**config.mk**
```make
export PLATFORM = sky130hd
export DESIGN_NAME = simt_reg_file
export DESIGN_NICKNAME = d
export VERILOG_FILES = /design/src/rtl/simt_reg_file.sv
export SDC_FILE = /design/constraint.sdc
export NUM_CORES = 1
export LEC_CHECK = 0
export CORE_ASPECT_RATIO = 0.7
export CORE_UTILIZATION = 32
export CTS_CLUSTER_DIAMETER = 200
export DETAILED_ROUTE_END_ITERATION = 6
export PLACE_DENSITY = 0.48
export SETUP_SLACK_MARGIN = 0.02
export SLEW_MARGIN = 30
export SYNTH_ARGS = -nofsm -noshare
export SYNTH_HDL_FRONTEND = slang
export SYNTH_SLANG_ARGS = --single-unit
```
**constraint.sdc**
```tcl
create_clock -name clk -period 7.43 [get_ports clk]
set_input_delay 1.1145 -clock clk [delete_from_list [all_inputs] [get_ports clk]]
set_output_delay 1.1145 -clock clk [all_outputs]
set_load 0.005 [all_outputs]
```
**src/rtl/simt_reg_file.sv**
```systemverilog
// simt_reg_file: per-lane banked register file for the SIMT core.
// Each lane holds NUM_REGS-3 general registers plus three read-only
// specials (block_dim, block_idx, lane id). Reads are registered with one
// cycle of latency. A sequential clear walks the general registers after
// reset and on every block launch.
// Optional build macro: RF_BYPASS_EN forwards same-cycle write data to reads
// of the address being written, for the lanes named by wmask.
module simt_reg_file #(
  parameter int unsigned DATA_W      = 16,
  parameter int unsigned NUM_REGS    = 16,
  parameter int unsigned NUM_THREADS = 4,
  localparam int unsigned AW         = $clog2(NUM_REGS)
) (
  input  logic                          clk,
  input  logic                          reset,
  input  logic                          launch,
  input  logic [DATA_W-1:0]             block_idx,
  input  logic [DATA_W-1:0]             block_dim,
  output logic                          ready,
  input  logic                          rd_en,
  input  logic [AW-1:0]                 ra1,
  input  logic [AW-1:0]                 ra2,
  output logic [NUM_THREADS*DATA_W-1:0] rs1,
  output logic [NUM_THREADS*DATA_W-1:0] rs2,
  output logic                          rd_valid,
  input  logic                          we,
  input  logic [AW-1:0]                 wa,
  input  logic [NUM_THREADS*DATA_W-1:0] wd,
  input  logic [NUM_THREADS-1:0]        wmask,
  output logic                          wr_err
);

  localparam int unsigned NUM_GEN  = NUM_REGS - 3;
  localparam int unsigned LW       = NUM_THREADS * DATA_W;
  localparam logic [AW-1:0] GEN_LAST = AW'(NUM_GEN - 1);
  localparam logic [AW-1:0] ADDR_DIM = AW'(NUM_REGS - 3);
  localparam logic [AW-1:0] ADDR_IDX = AW'(NUM_REGS - 2);

  typedef enum logic {ST_CLEAR, ST_READY} state_t;

  state_t            state;
  logic [AW-1:0]     clr_ptr;
  logic [DATA_W-1:0] blk_dim_q;
  logic [DATA_W-1:0] blk_idx_q;

  logic          rd_ok_c;
  logic          wr_ok_c;
  logic          wr_drop_c;
  logic [LW-1:0] rd1_c;
  logic [LW-1:0] rd2_c;

  // A write commits only when idle, not launching, and aimed at a general reg.
  assign rd_ok_c   = rd_en && ready;
  assign wr_ok_c   = we && ready && !launch && (wa <= GEN_LAST);
  assign wr_drop_c = we && !wr_ok_c;

  for (genvar t = 0; t < NUM_THREADS; t++) begin : g_lane
    logic [DATA_W-1:0] mem [NUM_GEN];
    logic [DATA_W-1:0] wd_l;
    logic [DATA_W-1:0] rd1_l;
    logic [DATA_W-1:0] rd2_l;

    assign wd_l = wd[t*DATA_W +: DATA_W];

    function automatic logic [DATA_W-1:0] word_at(input logic [AW-1:0] a);
      if (a <= GEN_LAST)     word_at = mem[a];
      else if (a == ADDR_DIM) word_at = blk_dim_q;
      else if (a == ADDR_IDX) word_at = blk_idx_q;
      else                    word_at = DATA_W'(t);
    endfunction

    // Clear walk takes priority; writes are only accepted when idle anyway.
    always_ff @(posedge clk) begin
      if (state == ST_CLEAR)           mem[clr_ptr] <= '0;
      else if (wr_ok_c && wmask[t])    mem[wa]      <= wd_l;
    end

    // Lane read mux, with optional forwarding of the in-flight write.
    always_comb begin
      rd1_l = word_at(ra1);
      rd2_l = word_at(ra2);
`ifdef RF_BYPASS_EN
      if (wr_ok_c && wmask[t] && (wa == ra1)) rd1_l = wd_l;
      if (wr_ok_c && wmask[t] && (wa == ra2)) rd2_l = wd_l;
`endif
    end

    assign rd1_c[t*DATA_W +: DATA_W] = rd1_l;
    assign rd2_c[t*DATA_W +: DATA_W] = rd2_l;
  end

  // Clear/ready FSM; launch relatches specials and restarts the clear walk.
  always_ff @(posedge clk or posedge reset) begin
    if (reset) begin
      state     <= ST_CLEAR;
      clr_ptr   <= '0;
      ready     <= 1'b0;
      blk_dim_q <= '0;
      blk_idx_q <= '0;
    end else if (launch) begin
      state     <= ST_CLEAR;
      clr_ptr   <= '0;
      ready     <= 1'b0;
      blk_dim_q <= block_dim;
      blk_idx_q <= block_idx;
    end else begin
      case (state)
        ST_CLEAR: begin
          if (clr_ptr == GEN_LAST) begin
            state <= ST_READY;
            ready <= 1'b1;
          end else begin
            clr_ptr <= clr_ptr + AW'(1);
          end
        end
        ST_READY: ready <= 1'b1;
        default: begin
          state <= ST_CLEAR;
          ready <= 1'b0;
        end
      endcase
    end
  end

  // Registered read data, read-valid strobe and dropped-write pulse.
  always_ff @(posedge clk or posedge reset) begin
    if (reset) begin
      rs1      <= '0;
      rs2      <= '0;
      rd_valid <= 1'b0;
      wr_err   <= 1'b0;
    end else begin
      rd_valid <= rd_ok_c;
      wr_err   <= wr_drop_c;
      if (rd_ok_c) begin
        rs1 <= rd1_c;
        rs2 <= rd2_c;
      end
    end
  end

endmodule

```
Word-level counts from Yosys, hierarchy flattened. Memory sizes are Yosys's and may differ from the RTL's. Index checks and enable logic that the tools add are counted.

$add $sub $neg: 1. Order comparisons: 3. Equal/unequal tests: 8. Mux-type cells: 58. Bitwise operators: 1. Reductions and logical operators: 16.

Operators by type and width (number): 16-bit two-way mux (28); 16-bit OR reduction (4); 4-bit two-way mux (7); 1-bit two-way mux (22); 4-bit == test, second input constant (5); 4-bit <= comparator, second input constant (3); 1-bit logical AND (9); 4-bit by 1-bit adder with 4-bit output, second input constant (1); 2-bit != test, second input constant (2); 3-bit by 2-bit != test with 1-bit output, second input constant (1); 1-bit logical NOT (2); 1-bit case mux with 2 select lines (1); 2-bit AND reduction (1); 1-bit inverter (1).

Bits in registers: 168. Memory bits (writable): 832. Input bits: 117. Output and inout bits: 131. Memories: 4.

Memory list: g_lane[0].mem (depth 13, bits a word 16, rd ports 2, clocked after Yosys merged registers in 0, write ports 1, line 58) `logic [DATA_W-1:0] mem [NUM_GEN];`; g_lane[1].mem (depth 13, bits a word 16, rd ports 2, clocked after Yosys merged registers in 0, write ports 1, line 58); g_lane[2].mem (depth 13, bits a word 16, rd ports 2, clocked after Yosys merged registers in 0, write ports 1, line 58); g_lane[3].mem (depth 13, bits a word 16, rd ports 2, clocked after Yosys merged registers in 0, write ports 1, line 58).

Longest topological paths before layout.
Word-level depth: 9. Depth in mapped cells: 9.

Worst setup path after synthesis. No wires, ideal clock.

Path kind: input-to-reg. From: in wa[0]. To: mem g_lane[3].mem[3][0], enable pin. Arrival time: 3994 ps. Data required time: 6994 ps. Setup slack: 3000 ps. Stages: 5. Buffers on the path: 1. Cell sequence: buf_2 -> o211a_1 -> nor3_4 -> mux2i_1 -> nor4b_1.

Word-level cells in the longest chain between the ends: 8. Elaborated cells on any way between the ends: 9. Those cells by class: order compare (1); mux (5); reduce/logical (3).

Ends and longest elaborated chain: start, declared (line 27) `input logic [AW-1:0] wa,`; 4-bit <= comparator (line 54) `assign wr_ok_c = we && ready && !launch && (wa <= GEN_LAST);`; 1-bit logical AND (line 54); 1-bit logical AND (line 75) `else if (wr_ok_c && wmask[t]) mem[wa] <= wd_l;`; 1-bit two-way mux (line 75); 1-bit two-way mux (line 74) `if (state == ST_CLEAR) mem[clr_ptr] <= '0;`; 1-bit two-way mux (implied by the code) (line 75); 16-bit OR reduction (no line); 4-bit two-way mux (no line) / 1-bit two-way mux (equally long branches); end, declared (line 58).

Several ways; a longest one is shown, not always the timed one.

Worst setup path after layout.
From: in wa[2]. To: mem g_lane[1].mem[12][4], enable pin.

Word-level cells in the longest chain between the ends: 8. Elaborated cells on any way between the ends: 9. Those cells by class: order compare (1); mux (5); reduce/logical (3).

Ends and longest elaborated chain (line): 4-bit <= comparator (54); 1-bit logical AND (54); 1-bit logical AND (75); 1-bit two-way mux (75); 1-bit two-way mux (74); 1-bit two-way mux (implied by the code) (75); 16-bit OR reduction (no line); 4-bit two-way mux (no line) / 1-bit two-way mux (equally long branches); end, declared (58).

Several ways; a longest one is shown, not always the timed one.

==> results.toml <==
[setup_path]
timing.rr.end = "g_lane[1].mem[12][4]$_DFFE_PP_"
rrSetupSlack_ns = 3.70
ff2ff_path_depth = 5
critPathCaptureType = "flip-flop"
startpoint = "wa[2]"
path_class = "in2reg"
arrival_ns = 4.70
r2r-start = "ready$_DFFE_PP0P_"
cp-start-kind = "input pin"
path_max_fanout = 22
crit_required_ns = 7.80

[sta]
rsz0062_at_grt = "false"
fmax_mhz = 231
worstMarginPinSlew_ns = 1.10
fin_crit_sh = 0.582
setup_violations = 0
fin_skew_ns = 0.0325
hold_slack_ns = 0.540
hold_viol_final = 0
finalCriticalPeriod_ns = 4.33
relSlewSlack = 0.267
slew_viol_final = 0
fin_tns_setup_ns = 0

[clocking]
cts_root_buf = "clkbuf_16"
cts_buffer_depth = 3
cts_resized = 0
clock_sinks = 1000
clock_latency_ns = 0.73
clk_pin_slew_ns = 0.07
ctsHoldBuffers = 0
htreeDepth = 3
cts_tree = "done"
cts_setup_buffers = 0
cts_made_buffers = 98

[min_path]
hold-path-endpoint = "rs1[7]$_DFFE_PP0P_"
hold_path_depth = 2
min_path_type = "reg2reg"
hold_start = "rs1[7]$_DFFE_PP0P_"

[run_status]
status = "finished, final reports clean"

[detailed_routing]
ant_nets = 0
vias_per_cell = 5.87
vias = 31500
drt_pass1_iterations = 5
drc = 0
routedWlPerCell_um = 35.7
finalWirelength_mm = 191
initialDrtViolationCount = 3699

[grt]
met2_usage = 0.370
met3_usage = 0.0646
grt_use_met1 = 0.375
grt_max_degree = 98
gr-total-overflow = 0
track_usage = 0.256
grt_pass1_wl_mm = 261
grt_pass1_vias = 30500
grt_antenna_before_repair = 19
busiest_layer = "met1"

[floorplan]
die_area_um2 = 148000
ioPinCount = 248
die_w_um = 460
start_util = 0.323
coreArea_um2 = 146000
dieHeight_um = 322
rows = 117

[logic_synthesis]
ys_ff_latch = 1000
synth-seq-area-share = 0.622
synthArstFlopShare = 0.168
syn_inst = 3083
synth_warnings = 0
ys.flop_type = "edfxtp_1"
synth_nets = 3202
syn_avg_cell_area_um2 = 15.2
synth-edff-count = 832
syn_area_um2 = 47000
ys_types = 66

[layout]
fillerInstances = 13600
nets = 3419
final_cell_area_um2 = 55300
layout_commonest_cell = "edfxtp_1"
syn2layout_area_growth_pct = 17.8
drive_gt1_frac = 0.198
most-common-layout-cells = "edfxtp_1, mux2i_1, clkdlybuf4s50_1"

[power]
p_leak_nw = 17.6
peakVddDrop_mv = 0.152
p_total_w = 0.0127
p_per_area_nw_per_um2 = 230

[placement]
io_buffers = 247
dpl_cell_area_um2 = 52000
dp_hpwl_mm = 124
place.gp.congestion = 0.859

[flow_run]
cap_violations = 0
synth_stat cells (all sizes together), types with 53 or more instances:
master   instances  share of area
o21ai           91         0.0097
a2bb2oi         61          0.011
a211oi          53         0.0091
a21oi           90         0.0096
nor2           165          0.013
and2            67         0.0089
mux2i          332          0.071
mux2           123          0.030
edfxtp         832           0.53
mux4           191          0.092
buf            133          0.018
o221ai         111          0.021
nand2          105         0.0084
clkbuf         121         0.0097
nor2b           53         0.0071
o22ai           58         0.0077
dfrtp          168          0.090
stage by stage:
stage          setup slack, ns  instances   util
2_1_floorplan             1.77       3083      -
3_3_place_gp              2.08       5162  0.357
3_5_place_dp              2.44       5163  0.357
4_1_cts                   3.18       5349  0.380
5_1_grt                   3.00       5353  0.380
6_report                  3.10       5356  0.380
metal layers:
layer	part of all wire	vias to the layer above
met5	0	-
met4	0.031	0
met3	0.092	237
met2	0.43	1485
met1	0.45	16800
li1	-	13000
area by class of cell:
class | instances | area (um2) | area share
flip-flops and latches | 1000 | 29200 | 0.528
clock inverters | 40 | 460 | 0.00833
repair buffers | 371 | 3450 | 0.0624
well taps | 1963 | 2460 | 0.0444
multi-input cells | 1821 | 16900 | 0.305
diodes | 7 | 17.5 | 0.000317
inverters | 8 | 47.5 | 0.000860
clock buffers | 146 | 2790 | 0.0505
worst max path at each step:
stage / cells after the start / to / slack, ns
2_1_floorplan: 1 / blk_dim_q[0]$_DFFE_PP0P_ / 1.77
5_1_grt: 6 / g_lane[1].mem[12][4]$_DFFE_PP_ / 3.00
3_3_place_gp: 6 / g_lane[2].mem[6][4]$_DFFE_PP_ / 2.08
4_1_cts: 6 / g_lane[1].mem[12][5]$_DFFE_PP_ / 3.18
3_5_place_dp: 6 / g_lane[1].mem[12][14]$_DFFE_PP_ / 2.44
6_report: 6 / g_lane[1].mem[12][4]$_DFFE_PP_ / 3.10
cells by family after synthesis:
| kind of cell | Yosys count | share of synthesized area |
|---|---|---|
| buf+inv | 262 | 0.0288 |
| compound gates | 675 | 0.103 |
| simple gates | 495 | 0.0530 |
| flops | 1000 | 0.622 |
| mux | 646 | 0.192 |
| xor+xnor | 3 | 0.000560 |
| fa+ha+maj | 2 | 0.000533 |
sequential cells by signal, indices dropped and copies added (netlist names):
signal / count
g_lane.mem: 832
rs1: 64
rs2: 64
blk_dim_q: 16
blk_idx_q: 16
clr_ptr: 4
rd_valid: 1
ready: 1
state: 1
wr_err: 1
where the power goes:
group / total [W] / leakage, nW / switching [W] / internal [W]
sequential: 0.00632 / 8.36 / 0.000114 / 0.00621
combinational: 0.00122 / 7.64 / 0.000739 / 0.000481
clock: 0.00517 / 1.59 / 0.00230 / 0.00287
total: 0.0127 / 17.6 / 0.00316 / 0.00956
critical path, cell delays in order:
cell	delay, ns
clkdlybuf4s50_1	0.76
o211ai_1	0.31
and3_2	0.78
mux2_2	0.51
nor4b_2	0.74
buf_4	0.42
Note: power is estimated with default switching activity, not from simulation.
